==> src/rtl/amiv_sram_line_fetch.sv <==
// Read-only line fetcher: issues sequential single-word SRAM reads on a line-start
// command and buffers the returned words in a show-ahead pixel FIFO.
module amiv_sram_line_fetch #(
    parameter int FIFO_DEPTH = 16,
    parameter int LEN_W      = 11
) (
    input  logic                          in_clk,
    input  logic                          in_reset,
    input  logic                          in_line_start,
    input  logic [18:0]                   in_base_addr,
    input  logic [LEN_W-1:0]              in_line_len,
    output logic                          out_line_busy,
    output logic                          out_line_done,
    input  logic                          in_pop,
    output logic [15:0]                   out_pix_data,
    output logic                          out_pix_valid,
    output logic [$clog2(FIFO_DEPTH):0]   out_fifo_level,
    output logic                          out_underrun,
    output logic                          out_start_n,
    output logic                          out_rw,
    output logic                          out_fast_write,
    output logic [18:0]                   out_addr,
    output logic [15:0]                   out_wr_data,
    input  logic                          in_busy_n,
    input  logic [15:0]                   in_rd_data,
    output logic [2:0]                    out_dbg_state
);

    localparam int AW = $clog2(FIFO_DEPTH);

    localparam logic [2:0] S_IDLE      = 3'd0;
    localparam logic [2:0] S_ISSUE     = 3'd1;
    localparam logic [2:0] S_ACK_WAIT  = 3'd2;
    localparam logic [2:0] S_DONE_WAIT = 3'd3;
    localparam logic [2:0] S_STALL     = 3'd4;

    localparam logic [AW:0]      DEPTH_L = FIFO_DEPTH[AW:0];
    localparam logic [LEN_W-1:0] REM_ONE = 1;

    // Controller handshake: a request is placed by holding start_n low while
    // busy_n is high; busy_n falling acknowledges it, busy_n rising means the
    // read-data register holds the word.
    logic [2:0]       state;
    logic [LEN_W-1:0] rem;
    logic [15:0]      mem [FIFO_DEPTH];
    logic [AW-1:0]    wr_ptr;
    logic [AW-1:0]    rd_ptr;
    logic [AW:0]      level;
    logic [AW:0]      level_nxt;
    logic             push;
    logic             pop_eff;
    logic             has_space;

    always_comb begin
        push      = (state == S_DONE_WAIT);
        pop_eff   = in_pop && (level != '0);
        has_space = (level < DEPTH_L);
        level_nxt = level;
        if (push && !pop_eff) begin
            level_nxt = level + 1'b1;
        end else if (!push && pop_eff) begin
            level_nxt = level - 1'b1;
        end
    end

    always_ff @(posedge in_clk) begin
        if (push) begin
            mem[wr_ptr] <= in_rd_data;
        end
    end

    always_ff @(posedge in_clk) begin
        if (in_reset) begin
            wr_ptr       <= '0;
            rd_ptr       <= '0;
            level        <= '0;
            out_underrun <= 1'b0;
        end else begin
            if (push) begin
                wr_ptr <= wr_ptr + 1'b1;
            end
            if (pop_eff) begin
                rd_ptr <= rd_ptr + 1'b1;
            end
            level        <= level_nxt;
            out_underrun <= in_pop && (level == '0);
        end
    end

    always_ff @(posedge in_clk) begin
        if (in_reset) begin
            state         <= S_IDLE;
            rem           <= '0;
            out_addr      <= '0;
            out_start_n   <= 1'b1;
            out_line_busy <= 1'b0;
            out_line_done <= 1'b0;
        end else begin
            out_line_done <= 1'b0;
            case (state)
                S_IDLE: begin
                    if (in_line_start) begin
                        if (in_line_len != '0) begin
                            out_addr      <= in_base_addr;
                            rem           <= in_line_len;
                            out_line_busy <= 1'b1;
                            state         <= S_ISSUE;
                        end else begin
                            out_line_done <= 1'b1;
                        end
                    end
                end
                S_ISSUE: begin
                    // Strobe only once the controller is idle and a FIFO slot is free.
                    if (out_start_n) begin
                        if (in_busy_n && has_space) begin
                            out_start_n <= 1'b0;
                        end
                    end else if (!in_busy_n) begin
                        out_start_n <= 1'b1;
                        state       <= S_ACK_WAIT;
                    end
                end
                S_ACK_WAIT: begin
                    out_start_n <= 1'b1;
                    if (in_busy_n) begin
                        state <= S_DONE_WAIT;
                    end
                end
                S_DONE_WAIT: begin
                    out_addr <= out_addr + 1'b1;
                    rem      <= rem - 1'b1;
                    if (rem == REM_ONE) begin
                        out_line_busy <= 1'b0;
                        out_line_done <= 1'b1;
                        state         <= S_IDLE;
                    end else if (level_nxt == DEPTH_L) begin
                        state <= S_STALL;
                    end else begin
                        state <= S_ISSUE;
                    end
                end
                S_STALL: begin
                    if (has_space) begin
                        state <= S_ISSUE;
                    end
                end
                default: begin
                    state <= S_IDLE;
                end
            endcase
        end
    end

    assign out_pix_data   = mem[rd_ptr];
    assign out_pix_valid  = (level != '0);
    assign out_fifo_level = level;
    assign out_rw         = 1'b1;
    assign out_fast_write = 1'b0;
    assign out_wr_data    = 16'h0000;
    assign out_dbg_state  = state;

endmodule

==> config.mk <==
export PLATFORM = sky130hd
export DESIGN_NAME = amiv_sram_line_fetch
export DESIGN_NICKNAME = d
export VERILOG_FILES = /design/src/rtl/amiv_sram_line_fetch.sv
export SDC_FILE = /design/constraint.sdc
export NUM_CORES = 1
export LEC_CHECK = 0
export ABC_AREA = 1
export CAP_MARGIN = 5
export CORE_UTILIZATION = 32
export DETAILED_ROUTE_END_ITERATION = 10
export SYNTH_ARGS = -nofsm -noshare
export SYNTH_HDL_FRONTEND = slang
export SYNTH_SLANG_ARGS = --single-unit
==> constraint.sdc <==
create_clock -name in_clk -period 4.6 [get_ports in_clk]
set_input_delay 0.92 -clock in_clk [delete_from_list [all_inputs] [get_ports in_clk]]
set_output_delay 0.92 -clock in_clk [all_outputs]
set_load 0.1 [all_outputs]
Word-level counts from Yosys, hierarchy flattened
Memory sizes are Yosys's and may differ from the RTL's. A register that Yosys moved wholly into a read port is not among the register bits.
Cells that the tools add are included.

storage, ports and cells
  register bits after elaboration = 50
  bits in latches = 0
  memory bits (writable) = 256
  bits in read-only memories = 0
  input bits = 51
  output and inout bits = 66
  logic and storage cells = 80
  memories kept = 1

cells by class
  add/subtract/negate cells = 6
  multiply operators = 0
  divide/modulo/power cells = 0
  order comparisons = 1
  equal/unequal tests = 13
  shift-type cells = 0
  mux-type cells = 33
  bitwise operators = 0
  reduce and logical (&&, ||, !) cells = 16

memory list
  memory  words  bits a word  read ports  clocked after Yosys merged registers in  wr ports  RTL line  text
  mem     16     16           1           1                                        1         45        logic [15:0] mem [FIFO_DEPTH];

operators with widths
  kind                                                 count
  2-to-1 mux 19 bit                                    2
  case mux 19 bit (2 select lines)                     1
  2-to-1 mux 3 bit                                     8
  2-to-1 mux 11 bit                                    2
  case mux 11 bit (2 select lines)                     1
  adder 19 x 1 -> 19 bit (second input constant)       1
  case mux 3 bit (5 select lines)                      1
  inequality test 2 bit (second input constant)        6
  == test 11 x 1 -> 1 bit (second input constant)      1
  2-to-1 mux 1 bit                                     11
  nonzero test 11 bit                                  1
  subtractor 11 x 1 -> 11 bit (second input constant)  1
  2-to-1 mux 5 bit                                     2
  adder 4 x 1 -> 4 bit (second input constant)         2
  2-to-1 mux 4 bit                                     2
  == test 3 x 2 -> 1 bit (second input constant)       2
  case mux 1 bit (2 select lines)                      3
  AND reduction 6 bit                                  1
  adder 5 x 1 -> 5 bit (second input constant)         1
  == test 5 bit (second input constant)                1
  logical AND 1 bit                                    5
  zero test 5 bit                                      1
  less-than comparator 5 bit (second input constant)   1
  nonzero test 5 bit                                   1
  other kinds (9)                                      11

Logic depth before layout (Yosys ltp)
Gate-level depths: netlist of run 1.

  depth in word-level cells = 9
  gate-level depth with buffers = 15
  gate-level depth less buffers = 15

Worst setup path before layout of run 1
OpenSTA, ideal clock, no wires.

  path type = reg-to-reg
  start = register state[1] (netlist: out_dbg_state[1])
  end = memory mem[0][0], enable pin
  library setup time = 0.388 ns
  data arrival time = 2.684 ns
  data required time = 4.212 ns
  slack = 1.527 ns
  stages on the path, launching flop included = 7
  path buffers = 2
  period minus slack after synthesis = 3.073 ns
  cell sequence = dfxtp_1 nand2_1 nor2_4 buf_2 buf_2 nand2_1 nor2_1

between the ends
  word-level cells in the longest chain between the ends = 3

ends and longest elaborated chain
  item                                    RTL line  text
  from (decl)                             43        logic [2:0] state;
  from (signal assigned)                  92        state <= S_IDLE;
  from (signal assigned)                  107       state <= S_ISSUE;
  from (signal assigned)                  121       state <= S_ACK_WAIT;
  == test 3 x 2 -> 1 bit                  55        push = (state == S_DONE_WAIT);
  2-to-1 mux 1 bit                        67        if (push) begin
  2-to-1 mux 1 bit (not written as such)  68        mem[wr_ptr] <= in_rd_data;
  to (decl)                               45

No other way between the ends.

==> results of run 1 <==
[cells in the final DEF, fill, tap and decap left out, types with 5 or more instances in the layout]
cell	n
o21ai_1	8
edfxtp_1	256
mux2i_1	64
nand3_1	50
clkbuf_1	9
inv_1	112
nand4_1	8
nor3_1	8
xor2_1	7
clkbuf_16	35
inv_2	6
ha_1	10
a31oi_1	8
conb_1	18
nor2_1	44
dfxtp_1	51
clkdlybuf4s50_1	82
nor2_2	19
o21a_1	5
clkinv_2	7
buf_4	39
clkinv_1	6
a221oi_2	6
a21oi_1	102
nand2_1	120
o21ai_0	109
o211ai_1	66
[final cells by class]
| type | instances | share of cell area, % |
|---|---|---|
| sequential | 310 | 54.6 |
| multi-input combinational | 679 | 24.8 |
| timing repair buffer | 123 | 7.17 |
| clock buffer | 44 | 5.66 |
| tap | 532 | 4.14 |
| inverter | 118 | 2.75 |
| clock inverter | 18 | 0.903 |
| antenna | 2 | 0.0311 |
[metal layers]
| metal | vias to the layer above | part of all wire, % | track usage [%] |
|---|---|---|---|
| li1 | 4366 | - | - |
| met1 | 4384 | 46 | 20.9 |
| met2 | 271 | 46 | 23.8 |
| met3 | 40 | 6.4 | 2.95 |
| met4 | 2 | 1.4 | 3.27 |
| met5 | - | 0.052 | 0 |
[cells by family after synthesis]
logic type      synth area share, %
compound gates                 13.8
flops                          64.8
simple gates                   8.55
buf+inv                        6.45
mux                            4.74
fa+ha+maj                     0.925
xor+xnor                      0.648
other cells                  0.0555
[per-stage QoR]
stage          instances  area (um2)  hold WS [ns]  total power (uW)
2_1_floorplan       1189       13600         0.443              7030
3_5_place_dp        1762       15000         0.460              7960
3_3_place_gp        1762       15000         0.456              7920
4_1_cts             1824       16100         0.469             10600
6_report            1826       16100         0.465             10500
5_1_grt             1824       16100         0.499             11000
[state kept, by name (all words and copies together), names as in the netlist, named ones only]
name and count:
mem 256, out_addr 19, out_dbg_state 3, out_fifo_level 5
out_line_busy 1, out_line_done 1, out_start_n 1, out_underrun 1
rd_ptr 4, rem 11, wr_ptr 4
[power breakdown]
group	leakage [uW]	total, uW	internal [uW]	switching, uW
registers	0.00275	3530	3240	292
logic	0.00231	4370	1170	3200
clock network	0.000521	2610	1480	1130
total	0.00558	10500	5880	4620
[cell usage after synthesis, types with 3 or more instances]
cell	n	area share [%]
nand2_2	3	0.14
ha_1	10	0.93
nand2_1	120	3.3
o21a_1	5	0.28
nand4_1	8	0.37
a31oi_1	8	0.37
a221oi_2	6	0.67
nor3_1	8	0.30
edfxtp_1	256	57
o21ai_0	109	4.0
inv_2	6	0.17
dfxtp_1	54	8.0
clkbuf_1	39	1.1
buf_1	4	0.11
a21oi_1	102	3.8
xor2_1	7	0.45
nor2_1	60	1.7
mux2i_1	64	4.7
o211ai_1	66	3.7
nand3_1	50	1.9
o21ai_1	8	0.30
buf_4	24	1.3
nor2_4	3	0.25
buf_2	13	0.48
nor2_2	3	0.14
inv_1	112	3.1
xnor2_1	3	0.19
[worst max-delay path, stage by stage (launching register included)]
cell      delay, ns
dfxtp_4        0.80
buf_12         0.38
a21oi_1        0.12
o21ai_0        0.10
o21ai_0        0.10
o211ai_1       0.18
nand2_1        0.14
buf_4          0.26
[worst max-delay path by stage]
stage	endpoint	slack, ns
floorplan	mem[0][0]$_DFFE_PP_	1.53
global placement	out_pix_data[3]	1.47
detailed placement	out_pix_data[11]	1.44
CTS	out_pix_data[11]	0.89
global route	out_pix_data[15]	0.79
finish	out_pix_data[3]	0.99
==> flow_summary.yaml, run 1 <==
status:
  outcome: "finished, final reports clean"
finish:
  syn2layout_area_growth_pct: 18.9
  nNetsFinal: 1328
  fin_util_pct: 38.9
  multi_input_area_um2: 3990
  regArea_um2: 8770
  fill_cells: 3970
  drive_gt1_share_pct: 10.8
setup_path:
  reg2reg_depth: 4
  worstPathArrival_ns: 2.69
  r2r-end: "mem[9][12]$_DFFE_PP_"
  r2r-start: "out_dbg_state[0]$_SDFFE_PP0P_"
  path_class: "reg2out"
  crit_path_max_fanout: 81
  start_kind: "flop"
  cp.required_ns: 3.68
  reg2reg_setup_slack_ns: 2.20
  endpoint_kind: "output port"
global_routing:
  antenna_found_initial: 2
  grt.total_usage_pct: 14.9
  grt_pass1_vias: 8661
  grt_max_degree: 82
  grt_pass1_wl_um: 50100
  grt-ovfl-total: 0
logic_synthesis:
  synth.avg_cell_area_um2: 11.5
  ys_seq_area_share_pct: 64.8
  postSynthCellCount: 1173
  synth_area_um2: 13500
  ys_async_sr_fraction_pct: 0
  yosys_warnings: 0
  yosys_most_used_dff: "edfxtp_1"
  synth_seq_cells: 310
  synth_enable_flop_cells: 256
  ys_types: 44
min_path:
  min_to: "rem[10]$_SDFFE_PP0P_"
  worstHoldPathCells: 2
  worst_hold_path_type: "reg2reg"
  worstHoldStart: "rem[10]$_SDFFE_PP0P_"
clocking:
  cts_setup_buffers: 0
  clockBufferDepth: 3
  htree_levels: 2
  cts_hold_buf: 0
  clkSinkCount: 310
  cts_resized: 0
  clkTransAtPathRegs_ns: 0.06
  cts_tree: "done"
  root_buffer: "clkbuf_16"
  clock_latency_ns: 0.52
  cts_buffers: 35
floorplan:
  die_area_um2: 43100
  io_pins: 117
  die_h_um: 208
  initial_core_util_pct: 32.8
  die_x_um: 208
  core-area_um2: 41300
  num_rows: 74
drt:
  wirelength_um: 32700
  ant_nets: 0
  vias: 9063
  avgViaCountPerCell: 4.96
  drc: 0
  first_pass_iters: 5
  drt-initial-drc-count: 716
  wl_per_cell_um: 17.9
sta:
  tns_ns: 0
  maxSlewHeadroom_pct: 20.0
  finalHoldViolCount: 0
  fin_crit_ns: 3.61
  max_freq_mhz: 277
  rsz0062_at_grt: "false"
  setup_ws_ns: 0.989
  period_share_pct: 78.5
  slew_viol_final: 0
  setup_viol: 0
  skew_ns: 0.00914
  tightest_slew_ns: 1.20
place:
  dp_slack_ns: 1.44
  place_congestion: 0.830
  portBuffers: 98
  dpl.hpwl_um: 18800
power:
  p_leak_uw: 0.00558
  power_density_nw_per_um2: 653
  ir_worst_vdd_mv: 0.743
run:
  cap_viol_max_count: 0
Note: power is estimated with default switching activity, not from simulation.
==> run 2: changes to the inputs <==
==> constraint.sdc (replaced) <==
create_clock -name in_clk -period 3.6 [get_ports in_clk]
set_input_delay 0.72 -clock in_clk [delete_from_list [all_inputs] [get_ports in_clk]]
set_output_delay 0.72 -clock in_clk [all_outputs]
set_load 0.1 [all_outputs]
==> run 2 against run 1 <==
Total power up 33%. First-iteration DRC count down 15%. Via count down 0.29%. Global-route usage about the same. Clock skew down 0.00058 ns. Sequential share of layout area down 0.71 points. Count of clock-buffer cells in the layout down 4. Highest routed layer unchanged.
==> flow_summary.yaml, run 2 (same netlist as run 1, synthesis figures left out) <==
sta:
  max_freq_mhz: 306
  tightest_slew_ns: 1.13
  setup_ws_ns: 0.328
  maxSlewHeadroom_pct: 24.7
  slew_viol_final: 0
  tns_ns: 0
  setup_viol: 0
  skew_ns: 0.00856
  rsz0062_at_grt: "false"
  finalHoldViolCount: 0
  fin_crit_ns: 3.27
  hold_slack_ns: 0.473
  period_share_pct: 90.9
status:
  outcome: "finished, final reports clean"
drt:
  vias: 9037
  wl_per_cell_um: 17.8
  avgViaCountPerCell: 4.97
  wirelength_um: 32300
  first_pass_iters: 5
  drc: 0
  drt-initial-drc-count: 606
  ant_nets: 0
clocking:
  cts_resized: 0
  clkSinkCount: 310
  clkTransAtPathRegs_ns: 0.06
  clockBufferDepth: 3
  cts_setup_buffers: 0
  htree_levels: 2
  clock_latency_ns: 0.52
  cts_tree: "done"
  cts_hold_buf: 0
  root_buffer: "clkbuf_16"
  cts_buffers: 34
global_routing:
  antenna_found_initial: 3
  grt.total_usage_pct: 14.9
  grt_pass1_vias: 8740
  grt-ovfl-total: 0
  grt_max_degree: 73
  grt_pass1_wl_um: 50200
power:
  clkPwrFrac_pct: 24.6
  p_leak_uw: 0.00567
  power_density_nw_per_um2: 858
  switching_share_pct: 43.0
  power.internal_uw: 7970
  p_switching_uw: 6000
  p_seq_share_pct: 32.0
  ir_worst_vdd_mv: 0.813
  combPwrFrac_pct: 43.5
place:
  dpl.hpwl_um: 19100
  place_area_um2: 15200
  place_congestion: 0.814
  dp_slack_ns: 0.817
  portBuffers: 98
setup_path:
  endpoint_kind: "output port"
  path_class: "reg2out"
  crit_path_max_fanout: 46
  cp.required_ns: 2.88
  start_kind: "flop"
  worstPathArrival_ns: 2.55
finish:
  num_antenna_cells: 0
  postLayoutCellArea_um2: 16300
  final_cell_mix: "256 x edfxtp_1, 120 x nand2_1, 112 x inv_1, 109 x o21ai_0, 102 x a21oi_1"
  final_common_cell: "edfxtp_1"
  drive_gt1_share_pct: 11.5
  nNetsFinal: 1326
  syn2layout_area_growth_pct: 20.5
  regMostFlops: "mem"
  reg_top3: "mem (256), out_addr (19), rem (11)"
  largest_reg_flops: 256
min_path:
  worst_hold_path_type: "reg2reg"
floorplan:
  num_rows: 74
  die_x_um: 208
  initial_core_util_pct: 32.8
  die_area_um2: 43100
  core-area_um2: 41300
  io_pins: 117
  die_h_um: 208
run:
  cap_viol_max_count: 0
run 2: worst max-delay path, stage by stage (launching register included):
cell	delay [ns]
dfxtp_4	0.60
buf_4	0.54
a21oi_1	0.13
o21ai_0	0.11
o211ai_1	0.11
nand3_1	0.17
nand2_1	0.15
buf_12	0.20
run 2: per-layer routing:
metal  GRT usage (%)  part of all wire (%)  vias to the layer above
met2            23.2                    45                      291
met3            3.65                   7.2                       42
met4            3.32                   1.3                        6
met1            21.0                    46                     4338
li1                -                     -                     4360
met5               0                  0.11                        -
run 2: layout make-up:
class	count	area (um2)
Timing Repair Buffer	122	1330
Fill cell	3946	25000
Inverter	118	443
Multi-Input combinational cell	679	3990
Clock inverter	19	199
Tap cell	532	666
Sequential cell	310	8770
Clock buffer	40	895
run 2: through the flow:
| step | total power (uW) | instances | utilization [%] |
|---|---|---|---|
| after global placement | 10600 | 1761 | 36.8 |
| final | 14000 | 1820 | 39.5 |
| after CTS | 14100 | 1820 | 39.5 |
| after global routing | 14600 | 1820 | 39.5 |
| after detailed placement | 10600 | 1761 | 36.8 |
| after floorplan | 8990 | 1189 | - |
run 2: final timing paths:
path,slack (ns),cells after the start,start,to
worst min-delay path,0.47,2,rem[10]$_SDFFE_PP0P_,rem[10]$_SDFFE_PP0P_
worst min register to register,0.47,2,rem[10]$_SDFFE_PP0P_,rem[10]$_SDFFE_PP0P_
worst max-delay path,0.33,7,flop,out_pix_data[4]
worst max register to register,1.24,5,out_dbg_state[1]$_SDFFE_PP0P_,mem[3][1]$_DFFE_PP_
run 2: power groups by stage:
stage               combinational [uW]  clock [uW]  sequential (uW)
floorplan                         3590           0             5390
global placement                  6030           0             4530
detailed placement                6080           0             4530
CTS                               6100        3500             4460
global route                      6500        3640             4520
finish                            6070        3430             4470
==> run 3: changes to the inputs <==
==> constraint.sdc (replaced) <==
create_clock -name in_clk -period 3.6 [get_ports in_clk]
set_input_delay 0.36 -clock in_clk [delete_from_list [all_inputs] [get_ports in_clk]]
set_output_delay 0.36 -clock in_clk [all_outputs]
set_load 0.1 [all_outputs]
==> run 3 against run 2 <==
Flip-flop and latch count did not move. First-iteration DRC count rose by 10%. Critical path depth did not move. Register-to-register slack got worse by 0.03 ns. Global-route usage fell by 0.21 points. Routed wire length fell by 0.57%. Die area did not move. Sequential power rose by 1%. Clock skew rose by 0.011 ns. Count of clock-buffer cells in the layout did not move. Critical path type unchanged. Critical endpoint is now out_pix_data[3]. Highest routed layer unchanged.
==> flow_summary.yaml, run 3 (same netlist as run 1, synthesis figures left out) <==
floorplan:
  die_h_um: 208
  die_area_um2: 43100
  core-area_um2: 41300
  num_rows: 74
  initial_core_util_pct: 32.8
  io_pins: 117
  die_x_um: 208
setup_path:
  crit_end: "out_pix_data[3]"
  reg2reg_setup_slack_ns: 1.21
  crit_path_max_fanout: 46
  reg2reg_depth: 5
  r2r-end: "mem[4][1]$_DFFE_PP_"
  path_class: "reg2out"
  start_kind: "flop"
  worstPathArrival_ns: 2.62
  r2r-start: "out_dbg_state[1]$_SDFFE_PP0P_"
  cp.required_ns: 3.24
  endpoint_kind: "output port"
clocking:
  clock_latency_ns: 0.53
  root_buffer: "clkbuf_16"
  cts_hold_buf: 0
  clkSinkCount: 310
  cts_resized: 0
  cts_tree: "done"
  cts_setup_buffers: 0
  clockBufferDepth: 3
  cts_buffers: 34
  htree_levels: 2
  clkTransAtPathRegs_ns: 0.06
drt:
  drc: 0
  avgViaCountPerCell: 5.00
  ant_nets: 0
  vias: 9107
  wl_per_cell_um: 17.6
  wirelength_um: 32100
  first_pass_iters: 5
  drt-initial-drc-count: 669
min_path:
  worst_hold_path_type: "in2reg"
  worstHoldPathCells: 3
global_routing:
  antenna_found_initial: 1
  grt_pass1_vias: 8640
  grt-ovfl-total: 0
  grt.total_usage_pct: 14.7
  grt_max_degree: 58
  grt_pass1_wl_um: 49500
sta:
  finalHoldViolCount: 0
  hold_slack_ns: 0.419
  fin_crit_ns: 2.98
  max_freq_mhz: 336
  slew_viol_final: 0
  tightest_slew_ns: 1.06
  rsz0062_at_grt: "false"
  maxSlewHeadroom_pct: 29.2
  tns_ns: 0
  setup_viol: 0
  period_share_pct: 82.7
  skew_ns: 0.0195
place:
  dpl.hpwl_um: 19600
  portBuffers: 98
  place_area_um2: 15100
  dpl.cell_count: 1765
  place_congestion: 0.807
power:
  power_density_nw_per_um2: 838
  switching_share_pct: 43.8
  p_seq_share_pct: 33.5
  combPwrFrac_pct: 42.5
  p_leak_uw: 0.00559
  p_switching_uw: 5920
  power.internal_uw: 7600
  ir_worst_vdd_mv: 1.04
  clkPwrFrac_pct: 24.0
finish:
  largest_reg_flops: 256
  syn2layout_area_growth_pct: 19.3
  nNetsFinal: 1330
  drive_gt1_share_pct: 10.9
  fin_cells: 1822
  postLayoutCellArea_um2: 16100
  regArea_um2: 8770
  num_antenna_cells: 0
  fill_cells: 3919
  reg_top3: "mem (256), out_addr (19), rem (11)"
  final_common_cell: "edfxtp_1"
  regMostFlops: "mem"
  final_cell_mix: "256 x edfxtp_1, 120 x nand2_1, 112 x inv_1, 109 x o21ai_0, 102 x a21oi_1"
  multi_input_area_um2: 3990
status:
  outcome: "finished, final reports clean"
run:
  cap_viol_max_count: 0
==> run 3: cell types whose count changed in the layout (fill, tap and decap cells not counted), moves of 4 or more <==
cell,before,now
clkinv_1,3,7
buf_12,18,7
clkdlybuf4s50_1,76,81
buf_4,28,38
clkinv_2,8,4
==> run 3: cell type report <==
class	count	area share, %
inverter	118	2.75
tap	532	4.13
sequential	310	54.4
multi-input combinational	679	24.7
timing repair buffer	126	7.66
clock inverter	17	0.822
clock buffer	40	5.55
==> run 3: through the flow <==
step / setup WS (ns) / total power, uW / utilization (%)
after global routing: 0.470 / 14200 / 39.1
after detailed placement: 1.17 / 10400 / 36.6
after global placement: 1.15 / 10300 / 36.6
after CTS: 0.610 / 13600 / 39.1
after floorplan: 0.527 / 8990 / -
final: 0.621 / 13500 / 39.1
==> run 3: metal layers <==
layer	global-route usage (%)	routed length [um]
met1	21.3	15300
met2	22.5	14400
met3	2.84	1900
met4	3.83	532
met5	0	11
==> run 3: worst min path at each step <==
stage / startpoint / to / slack, ns
global placement: rem[10]$_SDFFE_PP0P_ / rem[10]$_SDFFE_PP0P_ / 0.46
detailed placement: rem[10]$_SDFFE_PP0P_ / rem[10]$_SDFFE_PP0P_ / 0.46
CTS: in_base_addr[1] / out_addr[1]$_SDFFE_PP0P_ / 0.40
global route: in_base_addr[1] / out_addr[1]$_SDFFE_PP0P_ / 0.43
finish: in_base_addr[1] / out_addr[1]$_SDFFE_PP0P_ / 0.42
floorplan: rem[10]$_SDFFE_PP0P_ / rem[10]$_SDFFE_PP0P_ / 0.44
==> run 3: power groups by stage <==
stage               registers, uW  logic (uW)  clock network (uW)
CTS                          4530        5770                3320
floorplan                    5390        3590                   0
global placement             4590        5710                   0
finish                       4530        5740                3250
global route                 4580        6150                3450
detailed placement           4600        5760                   0
==> run 3: worst max-delay path, stage by stage, from the launching register on <==
cell and delay, ns:
dfxtp_4 0.77, buf_12 0.32, a21oi_1 0.10, o21ai_0 0.08, o21ai_0 0.11, o211ai_1 0.34, nand2_1 0.11, buf_4 0.25
